$ cat config.mk
export PLATFORM = sky130hd
export DESIGN_NAME = sdr_write_responder_flat
export DESIGN_NICKNAME = d
export VERILOG_FILES = /design/src/rtl/sdr_write_responder_if.sv /design/src/rtl/sdr_write_responder.sv /design/src/flat_wrapper.sv
export SDC_FILE = /design/constraint.sdc
export NUM_CORES = 1
export LEC_CHECK = 0
export BUFFER_PORTS_ARGS = -buffer_cell sky130_fd_sc_hd__buf_2
export CAP_MARGIN = 20
export CORE_ASPECT_RATIO = 0.75
export CORE_UTILIZATION = 40
export CTS_BUF_LIST = sky130_fd_sc_hd__clkbuf_16
export DETAILED_ROUTE_END_ITERATION = 7
export PLACE_DENSITY_LB_ADDON = 0.15
export SLEW_MARGIN = 20
export SYNTH_ARGS = -nofsm -noshare
export SYNTH_HDL_FRONTEND = slang
export SYNTH_SLANG_ARGS = --single-unit
$ cat constraint.sdc
create_clock -name sys_clk -period 1.3 [get_ports sys_clk]
set_clock_uncertainty 0.05 [all_clocks]
set_input_delay 0.13 -clock sys_clk [delete_from_list [all_inputs] [get_ports sys_clk]]
set_output_delay 0.13 -clock sys_clk [all_outputs]
set_load 0.005 [all_outputs]
$ cat src/rtl/sdr_write_responder_if.sv
// sdr_write_responder_if: word write channel toward the SDRAM controller.
// The master issues valid/ready writes; the slave (controller) accepts them.
interface sdr_write_responder_if #(
  parameter int ADDR_W = 25
) ();
  logic [ADDR_W-2:0] mem_addr;
  logic [15:0]       mem_data;
  logic [1:0]        mem_be;
  logic              mem_wr;
  logic              mem_ready;

  modport master (
    output mem_addr,
    output mem_data,
    output mem_be,
    output mem_wr,
    input  mem_ready
  );

  modport slave (
    input  mem_addr,
    input  mem_data,
    input  mem_be,
    input  mem_wr,
    output mem_ready
  );
endinterface

$ cat src/rtl/sdr_write_responder.sv
// sdr_write_responder: toggle req/ack byte-write responder feeding the
// SDRAM write port; byte-lane coalescing when SDR_WRITE_COALESCE_EN is set.
module sdr_write_responder #(
  parameter int ADDR_W = 25
) (
  input  logic                  sys_clk,
  input  logic                  reset,
  input  logic [ADDR_W-1:0]     req_addr,
  input  logic [15:0]           req_data,
  input  logic [1:0]            req_be,
  input  logic                  req_toggle,
  output logic                  ack_toggle,
  input  logic                  flush,
  sdr_write_responder_if.master mem,
  output logic                  idle
);
  localparam int WA_W = ADDR_W - 1;

  typedef enum logic [1:0] {
    S_IDLE  = 2'd0,
    S_HOLD  = 2'd1,
    S_WRITE = 2'd2
  } state_t;

  state_t state;
  state_t state_nx;

  logic            buf_valid;
  logic [WA_W-1:0] buf_addr;
  logic [15:0]     buf_data;
  logic [1:0]      buf_be;

  logic            pending;
  logic            load;
  logic            merge;
  logic            done;
  logic [WA_W-1:0] req_waddr;
  logic [7:0]      load_hi;
  logic [7:0]      load_lo;
  logic            unused_bits;

  assign pending   = req_toggle ^ ack_toggle;
  assign req_waddr = req_addr[ADDR_W-1:1];
  assign done      = (state == S_WRITE)
                   && mem.mem_ready;

  // a freshly loaded word carries only its enabled lanes
  assign load_hi = req_be[1] ? req_data[15:8] : 8'h00;
  assign load_lo = req_be[0] ? req_data[7:0]  : 8'h00;

  // byte address bit 0 only picks the lane, which be already encodes
  assign unused_bits = ^{req_addr[0], flush, merge};

`ifdef SDR_WRITE_COALESCE_EN
  logic        same_word;
  logic [1:0]  mrg_be;
  logic [7:0]  mrg_hi;
  logic [7:0]  mrg_lo;

  assign same_word = buf_valid
                   && (buf_addr == req_waddr);
  assign mrg_be    = buf_be | req_be;
  assign mrg_hi    = req_be[1] ? req_data[15:8]
                               : buf_data[15:8];
  assign mrg_lo    = req_be[0] ? req_data[7:0]
                               : buf_data[7:0];
`endif

  // state register
  always_ff @(posedge sys_clk) begin
    if (reset) state <= S_IDLE;
    else       state <= state_nx;
  end

  // next state and buffer load/merge decisions
  always_comb begin
    state_nx = state;
    load     = 1'b0;
    merge    = 1'b0;
    unique case (state)
      S_IDLE: begin
        if (pending) begin
          load = 1'b1;
`ifdef SDR_WRITE_COALESCE_EN
          if ((req_be == 2'b11) || flush)
            state_nx = S_WRITE;
          else
            state_nx = S_HOLD;
`else
          state_nx = S_WRITE;
`endif
        end
      end
      S_HOLD: begin
`ifdef SDR_WRITE_COALESCE_EN
        if (pending && same_word) begin
          merge = 1'b1;
          if ((mrg_be == 2'b11) || flush)
            state_nx = S_WRITE;
        end else if (pending || flush) begin
          state_nx = S_WRITE;
        end
`else
        state_nx = S_WRITE;
`endif
      end
      S_WRITE: begin
        if (mem.mem_ready) state_nx = S_IDLE;
      end
      default: state_nx = S_IDLE;
    endcase
  end

  // write channel and status outputs
  always_comb begin
    mem.mem_wr   = (state == S_WRITE);
    mem.mem_addr = buf_addr;
    mem.mem_data = buf_data;
    mem.mem_be   = buf_be;
    idle         = (state == S_IDLE)
                 && !buf_valid
                 && !pending;
  end

  // word buffer: load, lane merge, release on write completion
  always_ff @(posedge sys_clk) begin
    if (reset) begin
      buf_valid <= 1'b0;
      buf_addr  <= '0;
      buf_data  <= '0;
      buf_be    <= '0;
    end else if (load) begin
      buf_valid <= 1'b1;
      buf_addr  <= req_waddr;
      buf_data  <= {load_hi, load_lo};
      buf_be    <= req_be;
`ifdef SDR_WRITE_COALESCE_EN
    end else if (merge) begin
      buf_data  <= {mrg_hi, mrg_lo};
      buf_be    <= mrg_be;
`endif
    end else if (done) begin
      buf_valid <= 1'b0;
    end
  end

  // acknowledge: at acceptance when coalescing, else at write completion
  always_ff @(posedge sys_clk) begin
    if (reset) begin
      ack_toggle <= req_toggle;
`ifdef SDR_WRITE_COALESCE_EN
    end else if (load || merge) begin
      ack_toggle <= req_toggle;
`else
    end else if (done) begin
      ack_toggle <= ~ack_toggle;
`endif
    end
  end

`ifndef SYNTHESIS
  // a stalled write must stay put until the controller takes it
  a_stall_stable: assert property (
    @(posedge sys_clk) disable iff (reset)
    (mem.mem_wr && !mem.mem_ready) |=>
      (mem.mem_wr
       && $stable(mem.mem_addr)
       && $stable(mem.mem_data)
       && $stable(mem.mem_be)));
`endif
endmodule
$ cat src/flat_wrapper.sv
// flat-port wrapper written by rule: the top's interface ports become plain ports
module sdr_write_responder_flat 
#(
  parameter int ADDR_W = 25
)
  (sys_clk, reset, req_addr, req_data, req_be, req_toggle, ack_toggle, flush, idle, mem_mem_addr, mem_mem_data, mem_mem_be, mem_mem_wr, mem_mem_ready);
  sdr_write_responder_if #(.ADDR_W(ADDR_W)) mem_i ();
  input  logic sys_clk;
  input  logic reset;
  input  logic [ADDR_W-1:0] req_addr;
  input  logic [15:0] req_data;
  input  logic [1:0] req_be;
  input  logic req_toggle;
  output logic ack_toggle;
  input  logic flush;
  output logic idle;
  output wire logic [$bits(mem_i.mem_addr)-1:0] mem_mem_addr;
  output wire logic [$bits(mem_i.mem_data)-1:0] mem_mem_data;
  output wire logic [$bits(mem_i.mem_be)-1:0] mem_mem_be;
  output wire logic [$bits(mem_i.mem_wr)-1:0] mem_mem_wr;
  input wire logic [$bits(mem_i.mem_ready)-1:0] mem_mem_ready;
  assign mem_mem_addr = mem_i.mem_addr;
  assign mem_mem_data = mem_i.mem_data;
  assign mem_mem_be = mem_i.mem_be;
  assign mem_mem_wr = mem_i.mem_wr;
  assign mem_i.mem_ready = mem_mem_ready;
  sdr_write_responder #(.ADDR_W(ADDR_W)) u_core (.sys_clk(sys_clk), .reset(reset), .req_addr(req_addr), .req_data(req_data), .req_be(req_be), .req_toggle(req_toggle), .ack_toggle(ack_toggle), .flush(flush), .mem(mem_i), .idle(idle));
endmodule
== Word-level counts from Yosys, hierarchy flattened ==
Index checks and enable logic that the tools add are counted.

* Equality and inequality tests: 4
* Bitwise logic cells: 2
* Reductions and logical operators: 9
* Multiplexer cells: 11

{| class="wikitable"
|+ Operator list
! cell !! count
|-
| $mux W8 || 2
|-
| $mux W1 || 6
|-
| $pmux W2 S3 || 1
|-
| $mux W2 || 2
|-
| $ne A2 B1 Y1 const B || 2
|-
| $reduce_bool A2 Y1 || 2
|-
| $logic_and A1 B1 Y1 || 3
|-
| $eq A2 B1 Y1 const B || 1
|-
| $eq A2 B2 Y1 const B || 1
|-
| $logic_not A1 Y1 || 2
|-
| $logic_not A2 Y1 || 1
|-
| $reduce_and A2 Y1 || 1
|-
| $not A1 Y1 || 1
|-
| $xor A1 B1 Y1 || 1
|}

* Output and inout port bits: 45
* Input bits: 48
* Word-level logic and storage cells: 32
* Register bits after elaboration: 46

== Depth between registers and ports, before layout ==
* Word-level depth: 4
* Depth in mapped cells: 5
* Gate-level depth less buffers: 3

== Least setup slack after synthesis ==
Ideal clock, no wire load.

* Kind: reg-to-reg
* Start point: register u_core.ack_toggle
* End point: register u_core.buf_be[1], in the netlist u_core.mem.mem_be[1]
* Library setup time: 0.123 ns
* Period minus slack after synthesis: 1.406 ns
* Data arrival time: 1.232 ns
* Buffers on the path: 0
* Path slack: -0.106 ns
* Cell stages (with the launch flop): 4
* Required time: 1.127 ns
* Path through: edfxtp_1 -> xnor2_2 -> nor2_4 -> mux2_1

* Word-level cells in the longest chain between the ends: 3

{| class="wikitable"
|+ Ends and longest elaborated chain
! item !! line !! text
|-
| start, declared || sdr_write_responder.sv:12 || <nowiki>output logic ack_toggle,</nowiki>
|-
| start signal, assigned || sdr_write_responder.sv:150 || <nowiki>ack_toggle <= req_toggle;</nowiki>
|-
| start signal, assigned || sdr_write_responder.sv:156 || <nowiki>ack_toggle <= ~ack_toggle;</nowiki>
|-
| $xor A1 B1 Y1 || sdr_write_responder.sv:42 || <nowiki>assign pending = req_toggle ^ ack_toggle;</nowiki>
|-
| $mux W1 || sdr_write_responder.sv:82 || <nowiki>if (pending) begin</nowiki>
|-
| $mux W1 || sdr_write_responder.sv:80 || <nowiki>unique case (state)</nowiki>
|-
| end signal, assigned || sdr_write_responder.sv:136 || <nowiki>buf_be <= req_be;</nowiki>
|-
| end, declared || sdr_write_responder.sv:31 || <nowiki>logic [1:0] buf_be;</nowiki>
|}

No other way between the ends.
A chain may end at the register's enable or synchronous reset.

== Worst setup path in the final report ==
Same ends and word-level chain as after synthesis.

==> reports/qor.tcl <==
set qor(core_um2) 4440
set qor(groute.usage.overall_pct) 18.3
set qor(routedWlPerCell_um) 13.1
set qor(setup-violations-final) 45
set qor(accumulated_negative_setup_slack_ps) -5290
set qor(critPathSlowestCell) {edfxtp_1}
set qor(p_int_uw) 2880
set qor(reg2reg_slack_ps) -200
set qor(grt_setup_unrepaired) {true}
set qor(floorplan.die.height_um) 60.9
set qor(synthesis.yosys.warnings) 0
set qor(place_ws_ps) -94.6
set qor(drv.max_cap_violation_count) 0
set qor(n_fill_cell) 377
set qor(floorplan.die.width_um) 80.5
set qor(antenna_cells_inserted) 0
set qor(detailed_place.area_um2) 2450
set qor(grt_pass1_wl_um) 6780
set qor(synth_fp_nets) 250
set qor(post_drt_via_cell_ratio) 5.03
set qor(worstHoldPathCells) 3
set qor(final_wtd_congestion) 0.669
set qor(use_met1_pct) 23.9
set qor(area_growth_pct) 49.6
set qor(tritoncts_clock_tree) {yes}
set qor(cp_data_arrival_time_ps) 1630
set qor(cp-start-kind) {flip-flop}
set qor(floorplan.initialDensity_pct) 41.6
set qor(p_sw_share_pct) 25.4
set qor(cellLeakagePower_uw) 0.00121
set qor(timing.rr.end) {u_core.mem.mem_be[1]$_SDFFE_PP0P_}
set qor(grt_start_max_net_pins) 37
set qor(post_cts_hold_buffer_count) 0
set qor(post-route-cell-area_um2) 2770
set qor(synth_seq_area_share_pct) 49.3
set qor(root_buffer) {clkbuf_16}
set qor(synth_area_per_cell_um2) 9.15
set qor(numCtsBuffers) 5
set qor(timing.critical_path.cells) {buf_4 > xnor2_4 > buf_12 > nor2_4 > mux2_4}
set qor(power.sequential.fraction_pct) 40.9
set qor(post_layout_nonfiller_instances) 355
set qor(total_switching_power_uw) 983
set qor(htree_levels) 2
set qor(outcome) {finished with violations}
set qor(finalWirelength_um) 4670
set qor(drt_first_iter_violations) 51
set qor(netlist_area_um2) 1850
set qor(grt_pass1_vias) 1482
set qor(worst_hold_path_endpoint) {u_core.mem.mem_data[9]$_SDFFE_PP0P_}
set qor(post_synth_num_cell_types) 23
set qor(worst_margin_pin_slew_ps) 427
set qor(worst_setup_hold_path_clk_slew_ps) 60
set qor(dieArea_um2) 4900
set qor(io_port_bufs) 90
set qor(drcViolationCount) 0
set qor(worstHoldStart) {req_data[9]}
set qor(max-clock-path-buffers) 2
set qor(fmax_mhz) 665
set qor(clk-insertion-delay-late_ps) 280
set qor(post-route-worst-setup-slack_ps) -204
set qor(gr-usage-met2_pct) 28.8
set qor(synthesis.instances) 202
set qor(routed-via-count) 1785
set qor(worst_slew_margin_rel_pct) 71.5
set qor(min-delay-path-class) {input pin to flip-flop}
set qor(io-pin-count) 93
set qor(r2r-start) {u_core.ack_toggle$_DFFE_PP_}
set qor(comb_power_share_pct) 23.5
set qor(grt_antenna_before_repair) 0
set qor(postRouteAntennaNets) 0
set qor(fin_crit_ps) 1500
set qor(criticalPathCategory) {flip-flop to flip-flop}
set qor(groute.layer.met3.usage_pct) 5.71
set qor(layout-drive-gt1-share_pct) 44.3
set qor(worst-path-buf-inv) 2
set qor(cpLargestDelayFamily) {flip-flops}
set qor(layer_carrying_the_most_global_route_usage) {met2}
set qor(end_kind) {flip-flop}
set qor(ys_ff_latch) 45
set qor(cts.sink_count) 45
set qor(power_uw) 3870
set qor(finalMaxSlewViolations) 0
set qor(period_share_pct) 116
set qor(nets) 345
set qor(vdd_drop_max_uv) 795
set qor(crit_path_max_incr_delay_ps) 430
set qor(floorplan.rows) 21
set qor(clkPwrFrac_pct) 35.6
set qor(post-dp-hpwl_um) 3080
set qor(failed_checks) {negative setup slack}
set qor(grt_overflow_total) 0
set qor(pwr_density_cell_nw_per_um2) 1400
set qor(timing.reg2reg.worst_path_depth) 5
set qor(peak_fanout_along_the_critical_path) 4
set qor(required_ps) 1420
set qor(timing.final.hold_violations) 0
set qor(placed_cells_incl_taps) 342
set qor(firstDrtPassIters) 4
-- final cells by class --
type	count	area (um^2)	share of cell area, %
clock inverters	3	37.5	1.36
well taps	57	71.3	2.58
flip-flops and latches	45	912	33.0
multi-input cells	136	920	33.3
clock buffers	5	125	4.52
repair buffers	109	699	25.3
-- how the worst max path moves through the flow --
| stage | start | to | slack [ps] | depth (start not counted) |
|---|---|---|---|---|
| after floorplan | u_core.ack_toggle$_DFFE_PP_ | u_core.mem.mem_be[1]$_SDFFE_PP0P_ | -100 | 3 |
| after global placement | u_core.ack_toggle$_DFFE_PP_ | u_core.mem.mem_be[1]$_SDFFE_PP0P_ | -70 | 3 |
| after detailed placement | u_core.ack_toggle$_DFFE_PP_ | u_core.mem.mem_addr[18]$_SDFFE_PP0P_ | -90 | 4 |
| after CTS | u_core.ack_toggle$_DFFE_PP_ | idle | -180 | 3 |
| after global routing | u_core.ack_toggle$_DFFE_PP_ | u_core.mem.mem_data[11]$_SDFFE_PP0P_ | -250 | 6 |
| final | u_core.ack_toggle$_DFFE_PP_ | u_core.mem.mem_be[1]$_SDFFE_PP0P_ | -200 | 5 |
-- kinds of logic after synthesis --
family,count (synthesis),share of synthesized area [%]
buf+inv,21,5.08
xor+xnor,2,1.35
compound gates,75,20.7
simple gates,53,20.2
flops,45,49.3
mux,6,3.32
-- repair_timing --
item	4_1_cts	5_1_grt
resized for setup	5	23
buffers inserted	3	2
endpoints found under the setup margin	44	45
pin swaps	3	10
cloned	0	1
-- registers in the layout (all words and copies together) (netlist names) --
signal and flops:
u_core.mem.mem_addr 24, u_core.ack_toggle 1, u_core.state 1, u_core.buf_valid 1, u_core.mem.mem_data 16, u_core.mem.mem_be 2
-- cells in the final DEF (no fill, tap or decap), drive strengths merged --
master / instances
a21o: 1
a21oi: 36
buf: 108
bufinv: 1
clkbuf: 6
clkinv: 1
dfxtp: 44
edfxtp: 1
inv: 1
mux2: 1
mux2i: 5
nand2: 6
nand2b: 5
nand3b: 25
nand4b: 11
nor2: 3
nor2b: 2
nor3: 1
o21ai: 37
o21ba: 1
xnor2: 1
xor2: 1
-- cell usage after synthesis --
library cell  number  area [um^2]
xnor2_2            1         16.3
buf_2              6         30.0
a21o_1             1         7.51
nor2_1             2         7.51
nor2b_1            2         12.5
mux2_1             1         11.3
o21ai_1           20          100
xor2_1             1         8.76
buf_1              1         3.75
nand2b_1           5         31.3
nand2_1            6         22.5
nand4b_1          11         96.3
edfxtp_1           1         30.0
a21oi_1           36          180
clkbuf_1          12         45.0
buf_4              2         15.0
o21ai_0           17         85.1
nor2_4             1         11.3
o21ba_2            1         10.0
mux2i_1            5         50.1
nor3_1             1         5.00
nand3b_1          25          188
dfxtp_1           44          881
-- metrics by stage --
stage          utilization (%)  hold slack [ps]
2_1_floorplan                -              222
3_3_place_gp              55.1              331
3_5_place_dp              55.1              335
4_1_cts                   59.8             36.2
5_1_grt                   62.3             49.4
6_report                  62.3             38.9
-- worst min-delay path, stage by stage --
cell and delay, ps:
buf_2 90, nand2_1 50, mux2i_1 50
-- per-layer routing --
| layer | up-vias | share of wire [%] |
|---|---|---|
| li1 | 913 | - |
| met1 | 815 | 49 |
| met2 | 52 | 44 |
| met3 | 5 | 6.3 |
| met4 | 0 | 1.1 |
| met5 | - | 0 |
-- power groups by stage --
stage	Sequential [uW]	Clock (uW)	Combinational [uW]
2_1_floorplan	1610	0	432
3_3_place_gp	1610	0	754
3_5_place_dp	1610	0	759
4_1_cts	1580	1410	809
5_1_grt	1600	1490	990
6_report	1580	1380	907
Power figures use the tool's default switching activity.
